`src/rtl/ex_mem_reg.sv`:
```
// EX->MEM pipeline register: valid/ready handshake, synchronous flush, bubbles masked to MEMOP_NONE.
// Define EXMEM_SKID_EN for the two-entry skid buffer; otherwise a single entry with a combinational ready.
`ifndef XLEN
`define XLEN 64
`endif
`ifndef REG_ADDRWIDTH
`define REG_ADDRWIDTH 5
`endif
`ifndef IMM_LEN
`define IMM_LEN 64
`endif
`ifndef MEMOP_LEN
`define MEMOP_LEN 4
`endif
`ifndef MEMOP_NONE
`define MEMOP_NONE 4'hF
`endif

module ex_mem_reg (
    input  logic                      clk,
    input  logic                      rst,
    input  logic                      flush,
    input  logic                      in_valid,
    output logic                      in_ready,
    input  logic [`XLEN-1:0]          i_pc,
    input  logic [`XLEN-1:0]          i_inst_data,
    input  logic [`REG_ADDRWIDTH-1:0] i_rd_idx,
    input  logic [`XLEN-1:0]          i_rs1_data,
    input  logic [`XLEN-1:0]          i_rs2_data,
    input  logic [`IMM_LEN-1:0]       i_imm_data,
    input  logic [`MEMOP_LEN-1:0]     i_mem_op,
    input  logic [`XLEN-1:0]          i_exc,
    output logic                      out_valid,
    input  logic                      out_ready,
    output logic [`XLEN-1:0]          o_pc,
    output logic [`XLEN-1:0]          o_inst_data,
    output logic [`REG_ADDRWIDTH-1:0] o_rd_idx,
    output logic [`XLEN-1:0]          o_rs1_data,
    output logic [`XLEN-1:0]          o_rs2_data,
    output logic [`IMM_LEN-1:0]       o_imm_data,
    output logic [`MEMOP_LEN-1:0]     o_mem_op,
    output logic [`XLEN-1:0]          o_exc
);

    typedef struct packed {
        logic [`XLEN-1:0]          pc;
        logic [`XLEN-1:0]          inst_data;
        logic [`REG_ADDRWIDTH-1:0] rd_idx;
        logic [`XLEN-1:0]          rs1_data;
        logic [`XLEN-1:0]          rs2_data;
        logic [`IMM_LEN-1:0]       imm_data;
        logic [`MEMOP_LEN-1:0]     mem_op;
        logic [`XLEN-1:0]          exc;
    } beat_t;

    typedef enum logic [1:0] {
        S_EMPTY,
        S_ONE,
        S_FULL
    } state_e;

    state_e state_q, state_d;
    beat_t  main_q, main_d;
    beat_t  in_beat;
    logic   accept;
    logic   pop;
`ifdef EXMEM_SKID_EN
    beat_t  skid_q, skid_d;
`endif

    always_comb begin
        in_beat.pc        = i_pc;
        in_beat.inst_data = i_inst_data;
        in_beat.rd_idx    = i_rd_idx;
        in_beat.rs1_data  = i_rs1_data;
        in_beat.rs2_data  = i_rs2_data;
        in_beat.imm_data  = i_imm_data;
        in_beat.mem_op    = i_mem_op;
        in_beat.exc       = i_exc;
    end

    assign out_valid = (state_q != S_EMPTY);
`ifdef EXMEM_SKID_EN
    assign in_ready  = ~rst & (state_q != S_FULL);
`else
    assign in_ready  = ~rst & ((state_q == S_EMPTY) | out_ready);
`endif
    assign accept = in_valid & in_ready;
    assign pop    = out_valid & out_ready;

    always_comb begin
        state_d = state_q;
        main_d  = main_q;
`ifdef EXMEM_SKID_EN
        skid_d  = skid_q;
`endif
        unique case (state_q)
            S_EMPTY: begin
                if (accept) begin
                    state_d = S_ONE;
                    main_d  = in_beat;
                end
            end
            S_ONE: begin
`ifdef EXMEM_SKID_EN
                if (accept && pop) begin
                    main_d = in_beat;
                end else if (accept) begin
                    state_d = S_FULL;
                    skid_d  = in_beat;
                end else if (pop) begin
                    state_d = S_EMPTY;
                end
`else
                // Single entry: an accept while occupied always coincides with a pop.
                if (accept) begin
                    main_d = in_beat;
                end else if (pop) begin
                    state_d = S_EMPTY;
                end
`endif
            end
`ifdef EXMEM_SKID_EN
            S_FULL: begin
                if (pop) begin
                    state_d = S_ONE;
                    main_d  = skid_q;
                end
            end
`endif
            default: state_d = S_EMPTY;
        endcase
        if (flush) begin
            state_d = S_EMPTY;
        end
    end

    always_ff @(posedge clk) begin
        if (rst) begin
            state_q <= S_EMPTY;
            main_q  <= '0;
`ifdef EXMEM_SKID_EN
            skid_q  <= '0;
`endif
        end else begin
            state_q <= state_d;
            main_q  <= main_d;
`ifdef EXMEM_SKID_EN
            skid_q  <= skid_d;
`endif
        end
    end

    // Bubbles never expose stale register contents to the memory stage.
    always_comb begin
        o_pc        = '0;
        o_inst_data = '0;
        o_rd_idx    = '0;
        o_rs1_data  = '0;
        o_rs2_data  = '0;
        o_imm_data  = '0;
        o_mem_op    = `MEMOP_NONE;
        o_exc       = '0;
        if (out_valid) begin
            o_pc        = main_q.pc;
            o_inst_data = main_q.inst_data;
            o_rd_idx    = main_q.rd_idx;
            o_rs1_data  = main_q.rs1_data;
            o_rs2_data  = main_q.rs2_data;
            o_imm_data  = main_q.imm_data;
            o_mem_op    = main_q.mem_op;
            o_exc       = main_q.exc;
        end
    end

endmodule

```
`config.mk`:
```
export PLATFORM = sky130hd
export DESIGN_NAME = ex_mem_reg
export DESIGN_NICKNAME = d
export VERILOG_FILES = /design/src/rtl/ex_mem_reg.sv
export SDC_FILE = /design/constraint.sdc
export NUM_CORES = 1
export LEC_CHECK = 0
export ABC_AREA = 1
export BUFFER_PORTS_ARGS = -buffer_cell sky130_fd_sc_hd__buf_2
export CAP_MARGIN = 30
export CORE_AREA = 4 4 303 305
export CTS_BUF_LIST = sky130_fd_sc_hd__clkbuf_2 sky130_fd_sc_hd__clkbuf_4 sky130_fd_sc_hd__clkbuf_8
export DETAILED_ROUTE_END_ITERATION = 10
export DIE_AREA = 0 0 307 309
export PLACE_DENSITY = 0.41
export SYNTH_ARGS = -nofsm -noshare
export SYNTH_HDL_FRONTEND = slang
export SYNTH_SLANG_ARGS = --single-unit
```
`constraint.sdc`:
```
create_clock -name clk -period 3.8 [get_ports clk]
set_clock_uncertainty 0.1 [all_clocks]
set_input_delay 0.38 -clock clk [delete_from_list [all_inputs] [get_ports clk]]
set_output_delay 0.38 -clock clk [all_outputs]
set_load 0.1 [all_outputs]
```
==> results.json <==
{
  "drv_slew": 0,
  "grt_pass1_vias": 23400,
  "ir_drop_uv": 197.9,
  "final_hold_viol_count": 0,
  "syn_inst": 3410,
  "relSlewSlack": 0.2883,
  "cts-htree-levels": 3,
  "rr_endpoint": "main_q[370]$_SDFFE_PP0P_",
  "fin_crit_sh": 0.8099,
  "cts-resized-gates": 0,
  "die_w_um": 307,
  "pwr-share-seq": 0.398,
  "grt_max_degree": 174,
  "fin_cells": 5703,
  "setup_viol": 0,
  "hold_buffers": 404,
  "layout_commonest_cell": "nand2_1",
  "hold_depth": 4,
  "syn2layout_area_growth_pct": 50.63,
  "post-route-min-period_ps": 3078,
  "min-delay-start": "rst",
  "cts_tree": "built",
  "path_max_fanout": 100,
  "ys_warn_count": 0,
  "power_density_nw_per_um2": 376.1,
  "post_drt_wl_per_cell_um": 15.52,
  "wirelength_um": 88510,
  "cts_buffer_depth": 3,
  "fin_ws_ps": 722.4,
  "rsz0062_at_grt": "no",
  "place_congestion": 0.7989,
  "via_count": 23600,
  "combPwrFrac": 0.191,
  "die_h_um": 309,
  "synth_area_um2": 20530,
  "core_um2": 89320,
  "r2r_cells": 6,
  "die_area_um2": 94860,
  "io_pins": 793,
  "end_kind": "output port",
  "critical_path_class": "flop to output port",
  "rrSetupSlack_ps": 800,
  "synth_top_area_share": 0.3842,
  "path_clk_slew_ps": 60,
  "tightest_slew_ps": 1068,
  "start_util": 0.2299,
  "grt-ovfl-total": 0,
  "via_per_inst": 4.139,
  "fp-row-count": 110,
  "fmax_ghz": 0.3249,
  "intPower_mw": 7.936,
  "timing.rr.start": "state_q[0]$_SDFFE_PP0P_",
  "switching_share": 0.3178,
  "whs_endpoint": "main_q[384]$_SDFFE_PP0P_",
  "postCtsSetupRepairBufs": 0,
  "yosysSeqAreaShare": 0.3842,
  "dp_hpwl_um": 58150,
  "clockPowerShare": 0.411,
  "arrival_ps": 2600,
  "drive_gt1_frac": 0.2153,
  "postSynthAreaPerCell_um2": 6.021,
  "synth.distinct_cells": 16,
  "clock_latency_ps": 650,
  "ant_nets": 0,
  "synth_area_leaders": "dfxtp_1, nand2_1, inv_1",
  "post-place-ws_ps": 1258,
  "cts_inserted_buffers": 81,
  "cts_root_buf": "clkbuf_8",
  "grt_antenna_before_repair": 6,
  "layout_common_cells": "nand2_1, buf_2, inv_1, dlygate4sd3_1, nor2_1",
  "place_inst": 5147,
  "yosys.area.top_type": "dfxtp_1",
  "hold_path_class": "input port to flop",
  "switchingPower_mw": 3.696,
  "io_buffers": 792,
  "final.setup.tns_ps": 0,
  "nFillCells": 10180,
  "drv_cap": 0,
  "syn_nets": 3808,
  "ys_seq_elements": 394,
  "cp.required_ps": 3320,
  "dr.pass1.iters": 5,
  "status": "finished, final reports clean",
  "nets": 4856,
  "leakage_nw": 18.82,
  "drcViolationCount": 0,
  "cts.sinks": 394,
  "grt_first_pass_wirelength_um": 135100,
  "start_kind": "flop",
  "grt_usage": 0.1767,
  "drt_iter0_drc": 1341
}
==> area by class of cell <==
class | count | area, µm² | area share
repair buffers | 1226 | 8453 | 0.2733
multi-input cells | 1971 | 8417 | 0.2721
flip-flops and latches | 394 | 7891 | 0.2552
inverters | 784 | 2955 | 0.09556
clock buffers | 130 | 1583 | 0.05118
well taps | 1176 | 1471 | 0.04758
clock inverters | 15 | 138.9 | 0.004491
diodes | 7 | 17.52 | 0.0005664
==> power by group through the flow <==
stage                     Clock, mW  Combinational [mW]  Sequential [mW]
after floorplan                   0                1.37             4.66
after global placement            0                1.87             4.72
after detailed placement          0                1.88             4.71
after CTS                      5.01                2.24             4.63
after global routing           5.18                2.43             4.66
final                          4.79                2.22             4.63
==> through the flow <==
| step | hold slack (ps) | power (mW) | area (µm²) | util |
|---|---|---|---|---|
| final | 86.40 | 11.63 | 30930 | 0.3462 |
| after CTS | 0.2752 | 11.88 | 30910 | 0.3460 |
| after floorplan | 389.9 | 6.025 | 20530 | - |
| after global routing | 31.68 | 12.27 | 30920 | 0.3462 |
| after global placement | 402.1 | 6.589 | 25140 | 0.2815 |
| after detailed placement | 402.0 | 6.591 | 25140 | 0.2815 |
==> cell families (layout without fill, tap and decap cells) <==
logic type,after synthesis,after routing,synth area share
buffers and inverters,1045,2155,0.2063
AND/OR/NAND/NOR,1969,1969,0.4091
AO/OA/AOI/OAI,2,2,0.0004875
other,0,7,0
flip-flops,394,394,0.3842
==> Yosys cell counts <==
master,instances
nand2_8,1
nand4_1,393
dfxtp_1,394
nand2_1,1179
nand3_2,1
inv_4,1
inv_2,1
or2_2,1
clkbuf_1,65
buf_6,6
a21oi_1,2
nor2_1,394
buf_1,4
inv_1,782
buf_2,173
buf_4,13
==> per-layer routing <==
layer  global-route usage  routed length (µm)
met1               0.2158               37690
met2               0.3089               43120
met3              0.03752                4965
met4              0.06093                2739
met5                    0                   0
==> worst max path at each step <==
stage,from,to,slack (ps),depth (start not counted)
floorplan,state_q[0]$_SDFFE_PP0P_,in_ready,730,3
global placement,state_q[0]$_SDFFE_PP0P_,main_q[384]$_SDFFE_PP0P_,1290,5
detailed placement,state_q[0]$_SDFFE_PP0P_,main_q[382]$_SDFFE_PP0P_,1260,5
CTS,state_q[0]$_SDFFE_PP0P_,o_imm_data[45],660,4
global route,state_q[0]$_SDFFE_PP0P_,main_q[377]$_SDFFE_PP0P_,540,6
finish,state_q[0]$_SDFFE_PP0P_,o_imm_data[45],720,4
==> state kept, by name (all words and copies together) (netlist names) <==
signal,count
main_q,393
state_q,1
==> critical path, cell delays in order, from the launching register on <==
cell and delay [ps]:
dfxtp_4 680, buf_12 360, nand2_1 190, inv_1 90, buf_2 420
Power figures use the tool's default switching activity.
